`config.mk`:
```
export PLATFORM = sky130hd
export DESIGN_NAME = muldiv_unit
export DESIGN_NICKNAME = d
export VERILOG_FILES = /design/src/rtl/muldiv_unit.sv
export SDC_FILE = /design/constraint.sdc
export NUM_CORES = 1
export LEC_CHECK = 0
export ABC_AREA = 1
export ABC_CLOCK_PERIOD_IN_PS = 4600
export BUFFER_PORTS_ARGS = -buffer_cell sky130_fd_sc_hd__buf_2
export CORE_UTILIZATION = 38
export CTS_CLUSTER_SIZE = 14
export DETAILED_ROUTE_END_ITERATION = 10
export GPL_TIMING_DRIVEN = 0
export PLACE_DENSITY = 0.58
export SETUP_SLACK_MARGIN = 0.5
export SYNTH_ARGS = -nofsm -noshare
export SYNTH_HDL_FRONTEND = slang
export SYNTH_SLANG_ARGS = --single-unit
export TNS_END_PERCENT = 5
```
`constraint.sdc`:
```
create_clock -name clk -period 4.6 [get_ports clk]
set_input_delay 1.15 -clock clk [delete_from_list [all_inputs] [get_ports clk]]
set_output_delay 1.15 -clock clk [all_outputs]
set_load 0.01 [all_outputs]
```
`src/rtl/muldiv_unit.sv`:
```
// Iterative RV32M multiply/divide unit: radix-2 shift-add multiply and restoring
// divide, one bit per cycle, with one-cycle divide-by-zero and overflow shortcuts.
module muldiv_unit (
  input  logic        clk,
  input  logic        rst,
  input  logic        start,
  input  logic        flush,
  input  logic [2:0]  funct3E,
  input  logic [31:0] rdata1E,
  input  logic [31:0] rdata2E,
  output logic        stall,
  output logic        busy,
  output logic        done,
  output logic [31:0] result,
  output logic [1:0]  dbg_state
);

  typedef enum logic [1:0] {IDLE = 2'd0, CALC = 2'd1, DONE = 2'd2} state_t;

  state_t      state_q, state_d;
  logic [4:0]  cnt_q, cnt_d;
  logic [2:0]  op_q, op_d;
  logic [31:0] a_q, a_d;
  logic [31:0] b_q, b_d;
  logic [63:0] prod_q, prod_d;
  logic [31:0] quo_q, quo_d;
  logic [32:0] rem_q, rem_d;
  logic        neg_q, neg_d;
  logic        rem_neg_q, rem_neg_d;
  logic        special_q, special_d;
  logic [31:0] spec_res_q, spec_res_d;
  logic [31:0] result_q, result_d;

  // Operand decode at acceptance
  logic        a_signed, b_signed, a_neg, b_neg;
  logic [31:0] a_mag, b_mag;
  logic        div_zero, div_ovf;
  logic [31:0] spec_val;

  assign a_signed = (funct3E == 3'b001) || (funct3E == 3'b010) ||
                    (funct3E == 3'b100) || (funct3E == 3'b110);
  assign b_signed = (funct3E == 3'b001) || (funct3E == 3'b100) || (funct3E == 3'b110);
  assign a_neg    = a_signed & rdata1E[31];
  assign b_neg    = b_signed & rdata2E[31];
  assign a_mag    = a_neg ? (32'd0 - rdata1E) : rdata1E;
  assign b_mag    = b_neg ? (32'd0 - rdata2E) : rdata2E;
  assign div_zero = funct3E[2] && (rdata2E == 32'd0);
  assign div_ovf  = funct3E[2] && !funct3E[0] &&
                    (rdata1E == 32'h8000_0000) && (rdata2E == 32'hFFFF_FFFF);
  always_comb begin
    spec_val = 32'd0;
    if (div_zero)     spec_val = funct3E[1] ? rdata1E : 32'hFFFF_FFFF;
    else if (div_ovf) spec_val = funct3E[1] ? 32'd0 : 32'h8000_0000;
  end

  // One radix-2 step of each algorithm
  logic [32:0] mul_sum;
  logic [32:0] div_shift;
  logic [33:0] div_trial;
  assign mul_sum   = {1'b0, prod_q[63:32]} + (prod_q[0] ? {1'b0, a_q} : 33'd0);
  assign div_shift = {rem_q[31:0], quo_q[31]};
  assign div_trial = {1'b0, div_shift} - {2'b00, b_q};

  // Sign fix-up applied while in DONE
  logic [63:0] prod_s;
  logic [31:0] quo_s, rem_s, final_res;
  assign prod_s = neg_q ? (64'd0 - prod_q) : prod_q;
  assign quo_s  = neg_q ? (32'd0 - quo_q) : quo_q;
  assign rem_s  = rem_neg_q ? (32'd0 - rem_q[31:0]) : rem_q[31:0];
  always_comb begin
    final_res = 32'd0;
    if (special_q) final_res = spec_res_q;
    else begin
      case (op_q)
        3'b000:               final_res = prod_s[31:0];
        3'b001, 3'b010, 3'b011: final_res = prod_s[63:32];
        3'b100, 3'b101:       final_res = quo_s;
        default:              final_res = rem_s;
      endcase
    end
  end

  // Handshake: an op is accepted on an edge where state is IDLE, start=1 and
  // flush=0; stall holds the upstream stages until DONE, where done pulses with
  // result valid and the pipeline advances on that cycle's closing edge.
  always_comb begin
    state_d    = state_q;
    cnt_d      = cnt_q;
    op_d       = op_q;
    a_d        = a_q;
    b_d        = b_q;
    prod_d     = prod_q;
    quo_d      = quo_q;
    rem_d      = rem_q;
    neg_d      = neg_q;
    rem_neg_d  = rem_neg_q;
    special_d  = special_q;
    spec_res_d = spec_res_q;
    result_d   = result_q;
    stall      = 1'b0;
    done       = 1'b0;
    case (state_q)
      IDLE: begin
        if (start && !flush) begin
          stall      = 1'b1;
          op_d       = funct3E;
          a_d        = a_mag;
          b_d        = b_mag;
          prod_d     = {32'd0, b_mag};
          quo_d      = a_mag;
          rem_d      = 33'd0;
          neg_d      = a_neg ^ b_neg;
          rem_neg_d  = a_neg;
          special_d  = div_zero | div_ovf;
          spec_res_d = spec_val;
          cnt_d      = 5'd0;
          state_d    = (div_zero | div_ovf) ? DONE : CALC;
        end
      end
      CALC: begin
        stall = 1'b1;
        if (flush) state_d = IDLE;
        else begin
          if (op_q[2]) begin
            if (!div_trial[33]) begin
              rem_d = div_trial[32:0];
              quo_d = {quo_q[30:0], 1'b1};
            end else begin
              rem_d = div_shift;
              quo_d = {quo_q[30:0], 1'b0};
            end
          end else begin
            prod_d = {mul_sum, prod_q[31:1]};
          end
          cnt_d = cnt_q + 5'd1;
          if (cnt_q == 5'd31) state_d = DONE;
        end
      end
      DONE: begin
        state_d = IDLE;
        if (!flush) begin
          done     = 1'b1;
          result_d = final_res;
        end
      end
      default: state_d = IDLE;
    endcase
    if (!rst) stall = 1'b0;
  end

  always_ff @(posedge clk or negedge rst) begin
    if (!rst) begin
      state_q    <= IDLE;
      cnt_q      <= 5'd0;
      op_q       <= 3'd0;
      a_q        <= 32'd0;
      b_q        <= 32'd0;
      prod_q     <= 64'd0;
      quo_q      <= 32'd0;
      rem_q      <= 33'd0;
      neg_q      <= 1'b0;
      rem_neg_q  <= 1'b0;
      special_q  <= 1'b0;
      spec_res_q <= 32'd0;
      result_q   <= 32'd0;
    end else begin
      state_q    <= state_d;
      cnt_q      <= cnt_d;
      op_q       <= op_d;
      a_q        <= a_d;
      b_q        <= b_d;
      prod_q     <= prod_d;
      quo_q      <= quo_d;
      rem_q      <= rem_d;
      neg_q      <= neg_d;
      rem_neg_q  <= rem_neg_d;
      special_q  <= special_d;
      spec_res_q <= spec_res_d;
      result_q   <= result_d;
    end
  end

  // Remainder stays below the divisor, so its top bit never feeds the result
  logic unused_bits;
  assign unused_bits = rem_q[32];

  assign busy      = (state_q != IDLE);
  assign result    = done ? final_res : result_q;
  assign dbg_state = state_q;

endmodule
```
==> impl_metrics.env, run 1 <==
export IMPL_pin_count=108
export IMPL_synth_area_per_cell_um2=6.23
export IMPL_synth_seq_cells=269
export IMPL_worst_setup_path_type="input pin to output pin"
export IMPL_globalRouteOverflowTotal=0
export IMPL_die_width_um=246
export IMPL_postLayoutCellArea_um2=26100
export IMPL_core_area_um2=58100
export IMPL_port_buffers=107
export IMPL_synth_edf_count=0
export IMPL_path_cells="buf_2 -> nor3_4 -> clkinv_4 -> clkbuf_2 -> nor2_2 -> o21ai_1 -> nand2_1 -> buf_2"
export IMPL_drt_initial_drc_count=3031
export IMPL_yosysTopAreaCell="dfrtp_1"
export IMPL_place_ws_ns=-0.201
export IMPL_grt_pass1_wl_um=161000
export IMPL_first_pass_iters=6
export IMPL_p_per_area_nw_per_um2=509
export IMPL_tritoncts="done"
export IMPL_fin_tns_setup_ns=0
export IMPL_routed_wl_um=110000
export IMPL_synth_ff_type="dfrtp_1"
export IMPL_synthArstFlopShare_pct=100
export IMPL_synth_cell_type_count=51
export IMPL_vias_per_cell=5.67
export IMPL_ant_nets=0
export IMPL_worst_slack_ns=0.371
export IMPL_vias=25969
export IMPL_start_util_pct=38.8
export IMPL_min_path_cells=2
export IMPL_fin_nets=3930
export IMPL_synth_most_common_cell="nand2_1"
export IMPL_grt_pass1_vias=24449
export IMPL_maxCapViolations=0
export IMPL_synth_seq_area_share_pct=29.9
export IMPL_timing_fmax_mhz=236
export IMPL_fin_cells=4577
export IMPL_ys_top_cells_by_area="dfrtp_1, nand2_1, o21ai_0"
export IMPL_diodes=0
export IMPL_die_area_um2=60300
export IMPL_synth_nets=3767
export IMPL_cp_common_cell="buf_2"
export IMPL_numCtsBuffers=35
export IMPL_cts_sinks=269
export IMPL_antenna_found_initial=1
export IMPL_clockRootBuffer="clkbuf_16"
export IMPL_slowest_stage="nor2_2"
export IMPL_reg2reg_depth=14
export IMPL_required_ns=3.45
export IMPL_placed_area_um2=24100
export IMPL_syn_instance_count=3622
export IMPL_vdd_drop_max_uv=396
export IMPL_globalplace_congestion=1.06
export IMPL_crit_path_end_kind="output pin"
export IMPL_fill_cells=6400
export IMPL_grt_start_max_net_pins=117
export IMPL_cp_max_fo=10
export IMPL_grt_usage_pct=36.5
export IMPL_dp_cells=4496
export IMPL_slowest_delay_ns=0.38
export IMPL_dieHeight_um=246
export IMPL_rows=88
export IMPL_drc=0
export IMPL_clk_path_buf_depth=3
export IMPL_synth_top_cell_area_share_pct=29.9
export IMPL_cp_start_kind="input pin"
export IMPL_drive_above_1_share_pct=11.0
export IMPL_setup_viol=0
export IMPL_final_hold_violation_count=0
export IMPL_leakagePower_nw=13.0
export IMPL_final_min_clock_period_ns=4.23
export IMPL_ctsHoldBuffers=0
export IMPL_place_hpwl_um=90200
export IMPL_clk_pin_slew_ns=0.06
export IMPL_wl_per_cell_um=24.1
export IMPL_htreeDepth=2
export IMPL_slew_violations=0
export IMPL_r2r_setup_slack_ns=1.04
export IMPL_critical_path_arrival_ns=3.08
export IMPL_final_core_utilization_pct=44.9
export IMPL_slew_headroom_pct=23.6
export IMPL_yosysWarningCount=0
export IMPL_total_power_mw=13.3
export IMPL_ff_latch_area_um2=6730
export IMPL_worstMarginPinSlew_ns=1.15
export IMPL_area_growth_pct=15.7
export IMPL_synth_common_cells="nand2_1, nor2_1, inv_1"
export IMPL_netlist_area_um2=22600
export IMPL_finClkSkew_ns=0.0426
export IMPL_hp_class="flip-flop to flip-flop"
export IMPL_period_share_pct=91.9
export IMPL_clock_latency_ns=0.59
export IMPL_status="finished, final reports clean"
export IMPL_rsz0062_at_grt="true"
export IMPL_fin_hold_ws_ns=0.467
export IMPL_multi_input_area_um2=14300
what timing repair did:
| item | 4_1_cts | 5_1_grt |
|---|---|---|
| pin swaps | 9 | 19 |
| resized for setup | 93 | 103 |
| endpoints found under the setup margin | 32 | 32 |
| setup buffers | 7 | 10 |
sequential cells by signal, indices dropped and copies added, names as in the netlist:
signal      cells
special_q       1
result_q       32
rem_neg_q       1
prod_q         64
a_q            32
op_q            3
rem_q          32
spec_res_q     32
b_q            32
cnt_q           5
quo_q          32
neg_q           1
dbg_state       2
placed cells by master (no fill, tap or decap), types with 13 or more instances in the layout:
cell and count:
a21oi_1 213, a31oi_1 22, buf_2 142, buf_4 23, clkbuf_1 59, clkbuf_16 36
clkbuf_2 19, dfrtp_1 268, ha_1 69, inv_1 366, inv_2 13, nand2_1 1014
nand2_2 20, nand3_1 300, nand3b_1 15, nand4_1 63, nor2_1 409, nor2_2 36
nor2_4 34, nor3_1 46, o211ai_1 28, o21a_1 14, o21ai_0 335, o21ai_1 47
o22ai_1 14, xnor2_1 26, xor2_1 46
kinds of logic (layout without fill, tap and decap cells):
family          count (synthesis)  count (layout)  synth area share (%)
simple gates                 1975            1975                  36.8
fa+ha+maj                      74              74                  4.17
xor+xnor                       72              72                  2.80
compound gates                721             721                  17.4
buf+inv                       511             701                  8.90
flops                         269             269                  29.9
final timing paths:
| check | from | to |
|---|---|---|
| worst max-delay path | flush | result[24] |
| worst min-delay path | result_q[7] | result_q[7] |
| worst max register to register | prod_q[0] | prod_q[61] |
| worst min register to register | result_q[7] | result_q[7] |
| max in group asynchronous | rst | spec_res_q[21] |
| min in group asynchronous | rst | rem_q[8] |
report_power, final:
group	internal [mW]	switching, mW
registers	2.98	0.648
logic	1.83	4.73
clock network	1.89	1.20
worst max-delay path: cells and delay by family:
kind / cells / cell delay [ns]
compound gates: 1 / 0.20
simple gates: 3 / 0.88
buf+inv: 4 / 0.82
per-layer routing:
layer / GRT usage [%] / vias up / wire length, um
met1: 51.5 / 12389 / 49700
li1: - / 12240 / -
met2: 54.0 / 1133 / 46100
met3: 6.28 / 207 / 9120
met5: 0 / - / 0
met4: 16.6 / 0 / 5460
layout make-up:
| type | count | area share [%] |
|---|---|---|
| tap | 765 | 3.67 |
| inverter | 382 | 5.53 |
| timing repair buffer | 126 | 2.85 |
| buffer | 129 | 2.39 |
| clock buffer | 50 | 4.04 |
| clock inverter | 14 | 0.854 |
| sequential | 269 | 25.8 |
| multi-input combinational | 2842 | 54.9 |
Power figures use the tool's default switching activity.
==> inputs of run 2 (changes only) <==
--- a/config.mk
+++ b/config.mk
@@ -13,6 +13,7 @@
 export DETAILED_ROUTE_END_ITERATION = 10
 export GPL_TIMING_DRIVEN = 0
 export PLACE_DENSITY = 0.58
+export RECOVER_POWER = 100
 export SETUP_SLACK_MARGIN = 0.5
 export SYNTH_ARGS = -nofsm -noshare
 export SYNTH_HDL_FRONTEND = slang
==> impl_metrics.env, run 2 (synthesized netlist as in run 1, its figures left out) <==
export IMPL_diodes=0
export IMPL_slowest_delay_ns=0.48
export IMPL_cts_sinks=269
export IMPL_final_min_clock_period_ns=4.37
export IMPL_first_pass_iters=5
export IMPL_ant_nets=0
export IMPL_place_hpwl_um=90200
export IMPL_crit_path_end_kind="output pin"
export IMPL_clk_pin_slew_ns=0.05
export IMPL_drc=0
export IMPL_clock_latency_ns=0.59
export IMPL_rows=88
export IMPL_core_area_um2=58100
export IMPL_final_hold_violation_count=0
export IMPL_dieHeight_um=246
export IMPL_grt_start_max_net_pins=117
export IMPL_worst_setup_path_type="input pin to output pin"
export IMPL_globalplace_congestion=1.06
export IMPL_rsz0062_at_grt="true"
export IMPL_die_width_um=246
export IMPL_clockRootBuffer="clkbuf_16"
export IMPL_setup_viol=0
export IMPL_worstMarginPinSlew_ns=2.74
export IMPL_placed_area_um2=24100
export IMPL_vdd_drop_max_uv=391
export IMPL_grt_pass1_wl_um=161000
export IMPL_globalRouteOverflowTotal=0
export IMPL_largest_reg_flops=64
export IMPL_cp_start_kind="input pin"
export IMPL_antenna_found_initial=1
export IMPL_numCtsBuffers=35
export IMPL_fin_hold_ws_ns=0.467
export IMPL_vias_per_cell=5.66
export IMPL_path_cells="clkbuf_1 -> nor3_4 -> clkinv_4 -> clkbuf_2 -> nor2_1 -> nand2_1 -> nand2_1 -> clkbuf_1"
export IMPL_critical_path_arrival_ns=3.22
export IMPL_vias=25928
export IMPL_p_per_area_nw_per_um2=509
export IMPL_start_util_pct=38.8
export IMPL_maxCapViolations=1
export IMPL_pin_count=108
export IMPL_leakagePower_nw=12.8
export IMPL_slew_headroom_pct=-82.5
export IMPL_cp_max_fo=10
export IMPL_clk_path_buf_depth=3
export IMPL_drive_above_1_share_pct=8.97
export IMPL_fill_cells=6438
export IMPL_slowest_stage="nor2_1"
export IMPL_tritoncts="done"
export IMPL_area_growth_pct=14.7
export IMPL_largest_register="prod_q"
export IMPL_period_share_pct=94.9
export IMPL_required_ns=3.45
export IMPL_port_buffers=107
export IMPL_grt_pass1_vias=24449
export IMPL_postLayoutCellArea_um2=25900
export IMPL_die_area_um2=60300
export IMPL_failed_checks="capacitance limit, slew limit"
export IMPL_drt_initial_drc_count=2983
export IMPL_finClkSkew_ns=0.0429
export IMPL_grt_usage_pct=36.5
export IMPL_layout_commonest_cell="nand2_1"
export IMPL_hp_class="flip-flop to flip-flop"
export IMPL_wl_per_cell_um=24.1
export IMPL_fin_nets=3930
export IMPL_timing_fmax_mhz=229
export IMPL_status="finished with violations"
export IMPL_routed_wl_um=110000
export IMPL_htreeDepth=2
export IMPL_slew_violations=107
export IMPL_layout_common_cells="nand2_1, nor2_1, inv_1"
## run 2: changes by cell type in the layout (fill, tap and decap cells not counted), sizes merged
cell	before	now
buf	177	128
clkbuf	128	177
inv	382	381
clkinv	7	8
## run 2: per-layer routing
layer	track usage, %	wire length, um	vias to the layer above
li1	-	-	12246
met1	51.5	48800	12259
met2	54.0	45900	1201
met3	6.28	10100	222
met4	16.6	5560	0
met5	0	0	-
## run 2: path summary, 6_finish.rpt
check                      depth (start not counted)   startpoint  slack (ns)     endpoint
max in group asynchronous                          2          rst        1.08      a_q[27]
setup / recovery                                   8        flush        0.23   result[19]
setup reg to reg                                  14    prod_q[0]        0.72   prod_q[61]
hold / removal                                     2  result_q[7]        0.47  result_q[7]
min in group asynchronous                          1          rst        0.49    rem_q[20]
hold reg to reg                                    2  result_q[7]        0.47  result_q[7]
## run 2: what timing repair did
item,CTS,global route
endpoints found under the setup margin,32,32
gates resized for setup,93,103
endpoints found under the hold margin,0,0
buffers inserted,7,10
hold buffers,0,0
pin swaps,9,19
gates cloned,0,0
## run 2: critical path, delay by kind of cell
kind / cells / cell delay, ns
AND/OR/NAND/NOR: 4 / 1.24
buffers and inverters: 4 / 0.81
## run 2: per-stage QoR
step / utilization (%) / cells / TNS (ns) / setup slack [ns] / power [mW]
after floorplan: - / 3622 / 0 / 1.25 / 7.21
after global placement: 41.4 / 4494 / -819.63 / -3.19 / 9.65
after detailed placement: 41.5 / 4496 / -1.98 / -0.201 / 9.64
after CTS: 44.2 / 4567 / 0 / 0.427 / 12.9
after global routing: 44.5 / 4577 / 0 / 0.214 / 13.9
final: 44.5 / 4577 / 0 / 0.234 / 13.2
## run 2: final cells by class
| class | instances | area (um2) | share of cell area, % |
|---|---|---|---|
| clock inverters | 14 | 223 | 0.861 |
| plain buffers | 129 | 587 | 2.27 |
| well taps | 765 | 957 | 3.70 |
| multi-input cells | 2842 | 14200 | 54.9 |
| flip-flops and latches | 269 | 6730 | 26.0 |
| inverters | 382 | 1440 | 5.58 |
| repair buffers | 126 | 679 | 2.63 |
| clock buffers | 50 | 1050 | 4.07 |
## run 2: power breakdown
| group | total (mW) | internal, mW | switching [mW] |
|---|---|---|---|
| registers | 3.63 | 2.98 | 0.647 |
| logic | 6.46 | 1.77 | 4.69 |
| clock network | 3.08 | 1.89 | 1.20 |
| total | 13.2 | 6.64 | 6.53 |
==> inputs of run 3 (changes only) <==
--- a/config.mk
+++ b/config.mk
@@ -8,12 +8,12 @@
 export ABC_AREA = 1
 export ABC_CLOCK_PERIOD_IN_PS = 4600
 export BUFFER_PORTS_ARGS = -buffer_cell sky130_fd_sc_hd__buf_2
-export CORE_UTILIZATION = 38
+export CORE_UTILIZATION = 30
 export CTS_CLUSTER_SIZE = 14
 export DETAILED_ROUTE_END_ITERATION = 10
 export GPL_TIMING_DRIVEN = 0
-export PLACE_DENSITY = 0.58
-export RECOVER_POWER = 100
+export PLACE_DENSITY = 0.49
+export RECOVER_POWER = 25
 export SETUP_SLACK_MARGIN = 0.5
 export SYNTH_ARGS = -nofsm -noshare
 export SYNTH_HDL_FRONTEND = slang
==> impl_metrics.env, run 3 (synthesized netlist as in run 1, its figures left out) <==
export IMPL_total_power_mw=13.4
export IMPL_leakagePower_nw=13.0
export IMPL_required_ns=3.45
export IMPL_r2r_setup_slack_ns=1.10
export IMPL_failed_checks="capacitance limit, slew limit"
export IMPL_p_clk_share_pct=24.7
export IMPL_setup_viol=0
export IMPL_pin_count=108
export IMPL_wl_met1_um=49400
export IMPL_drt_initial_drc_count=2342
export IMPL_area_growth_pct=17.2
export IMPL_place_ws_ns=-0.466
export IMPL_critical_path_arrival_ns=3.01
export IMPL_period_share_pct=90.4
export IMPL_ctsHoldBuffers=0
export IMPL_p_switching_mw=6.49
export IMPL_cp_max_fo=10
export IMPL_slew_violations=80
export IMPL_worstMarginPinSlew_ns=2.14
export IMPL_start_util_pct=30.3
export IMPL_tritoncts="done"
export IMPL_p_per_area_nw_per_um2=507
export IMPL_drive_above_1_share_pct=11.4
export IMPL_r2r_start="prod_q[0]"
export IMPL_critPathLaunch="neg_q"
export IMPL_wl_met2_um=49000
export IMPL_globalRouteOverflowTotal=0
export IMPL_worst_slack_ns=0.443
export IMPL_min_delay_start="result_q[1]"
export IMPL_die_area_um2=76300
export IMPL_largest_reg_flops=64
export IMPL_clockRootBuffer="clkbuf_16"
export IMPL_clk_path_buf_depth=3
export IMPL_p_int_mw=6.90
export IMPL_cts_sinks=269
export IMPL_ant_nets=0
export IMPL_layout_commonest_cell="nand2_1"
export IMPL_routed_wl_um=111000
export IMPL_core_area_um2=74400
export IMPL_grt_start_max_net_pins=106
export IMPL_dieHeight_um=276
export IMPL_rows=100
export IMPL_grt_pass1_vias=24631
export IMPL_vdd_drop_max_uv=313
export IMPL_grt_usage_pct=28.8
export IMPL_largest_register="prod_q"
export IMPL_numCtsBuffers=39
export IMPL_clock_latency_ns=0.57
export IMPL_antenna_found_initial=5
export IMPL_htreeDepth=2
export IMPL_p_sw_share_pct=48.5
export IMPL_vias=25501
export IMPL_finClkSkew_ns=0.0276
export IMPL_timing_fmax_mhz=241
export IMPL_status="finished with violations"
export IMPL_crit_path_end_kind="output pin"
export IMPL_final_min_clock_period_ns=4.16
export IMPL_hp_class="flip-flop to flip-flop"
export IMPL_drc=0
export IMPL_topRoutingLayerUsed="met5"
export IMPL_layout_common_cells="nand2_1, nor2_1, inv_1"
export IMPL_worst_setup_path_type="flip-flop to output pin"
export IMPL_min_to="result_q[1]"
export IMPL_slew_headroom_pct=-42.6
export IMPL_cp_start_kind="flip-flop"
export IMPL_first_pass_iters=7
export IMPL_globalplace_congestion=1.03
export IMPL_die_width_um=276
export IMPL_grt_pass1_wl_um=163000
export IMPL_fin_nets=3936
export IMPL_wl_met3_um=7940
export IMPL_rr_endpoint="prod_q[49]"
export IMPL_maxCapViolations=1
export IMPL_vias_per_cell=5.32
export IMPL_min_path_cells=2
export IMPL_final_hold_violation_count=0
export IMPL_port_buffers=107
export IMPL_combPwrFrac_pct=48.2
export IMPL_place_hpwl_um=91900
export IMPL_wl_per_cell_um=23.3
export IMPL_clk_pin_slew_ns=0.05
export IMPL_p_seq_share_pct=27.1
export IMPL_reg2reg_depth=16
export IMPL_rsz0062_at_grt="true"
## run 3: cell count changes in the layout (fill, tap and decap cells not counted), moves of 6 or more
| cell | previous run | this run |
|---|---|---|
| buf_4 | 15 | 26 |
| nand2_2 | 15 | 21 |
| nor2_2 | 26 | 48 |
| clkbuf_1 | 106 | 62 |
| o21ai_1 | 23 | 43 |
| o21ai_0 | 360 | 338 |
| inv_1 | 372 | 364 |
| nor2_1 | 424 | 403 |
| inv_2 | 6 | 15 |
| buf_2 | 105 | 141 |
## run 3: metrics by stage
stage	area, um2	cells	utilization (%)	hold WS (ns)	TNS (ns)
2_1_floorplan	22600	3622	-	0.448	0
3_3_place_gp	24300	4698	32.6	0.453	-896.99
3_5_place_dp	24400	4700	32.7	0.457	-7.09
4_1_cts	26100	4781	35.0	0.470	0
5_1_grt	26400	4790	35.5	0.473	0
6_report	26400	4792	35.5	0.465	0
## run 3: how the worst max path moves through the flow
stage | cells past startpoint | slack (ns) | end
global placement | 3 | -3.42 | stall
detailed placement | 8 | -0.47 | result[21]
global route | 5 | 0.40 | stall
CTS | 14 | 0.35 | result[6]
floorplan | 6 | 1.25 | result[31]
finish | 9 | 0.44 | result[21]
## run 3: layout make-up
type / count / area, um2
diodes: 2 / 5.00
plain buffers: 129 / 624
clock buffers: 53 / 1100
clock inverters: 18 / 298
fillers: 8316 / 48000
inverters: 382 / 1450
multi-input cells: 2842 / 14300
flip-flops and latches: 269 / 6740
well taps: 969 / 1210
repair buffers: 128 / 733
## run 3: power groups by stage
stage               Clock [mW]  Combinational, mW  Sequential (mW)
floorplan                    0               3.84             3.37
global placement             0               5.99             3.62
detailed placement           0               5.98             3.62
CTS                       3.36               6.09             3.59
global route              3.45               7.05             3.70
finish                    3.31               6.45             3.63
## run 3: metal layers
metal	up-vias	GRT usage, %
met4	2	11.8
met5	-	0
met3	215	3.59
met1	11982	39.5
met2	1046	45.6
li1	12256	-
## run 3: critical path, stage by stage (launching register included)
cell	delay, ns
dfrtp_1	0.31
buf_2	0.27
buf_2	0.33
clkbuf_4	0.32
nand2_1	0.10
o21ai_1	0.37
nand3_1	0.21
o21ai_0	0.19
nand2_1	0.16
buf_2	0.18
## run 3: timing repair
| action | 4_1_cts | 5_1_grt |
|---|---|---|
| pin swaps | 10 | 18 |
| buffers inserted | 10 | 9 |
| resized for setup | 72 | 128 |
| gates cloned | 0 | 0 |
| endpoints found under the setup margin | 32 | 32 |
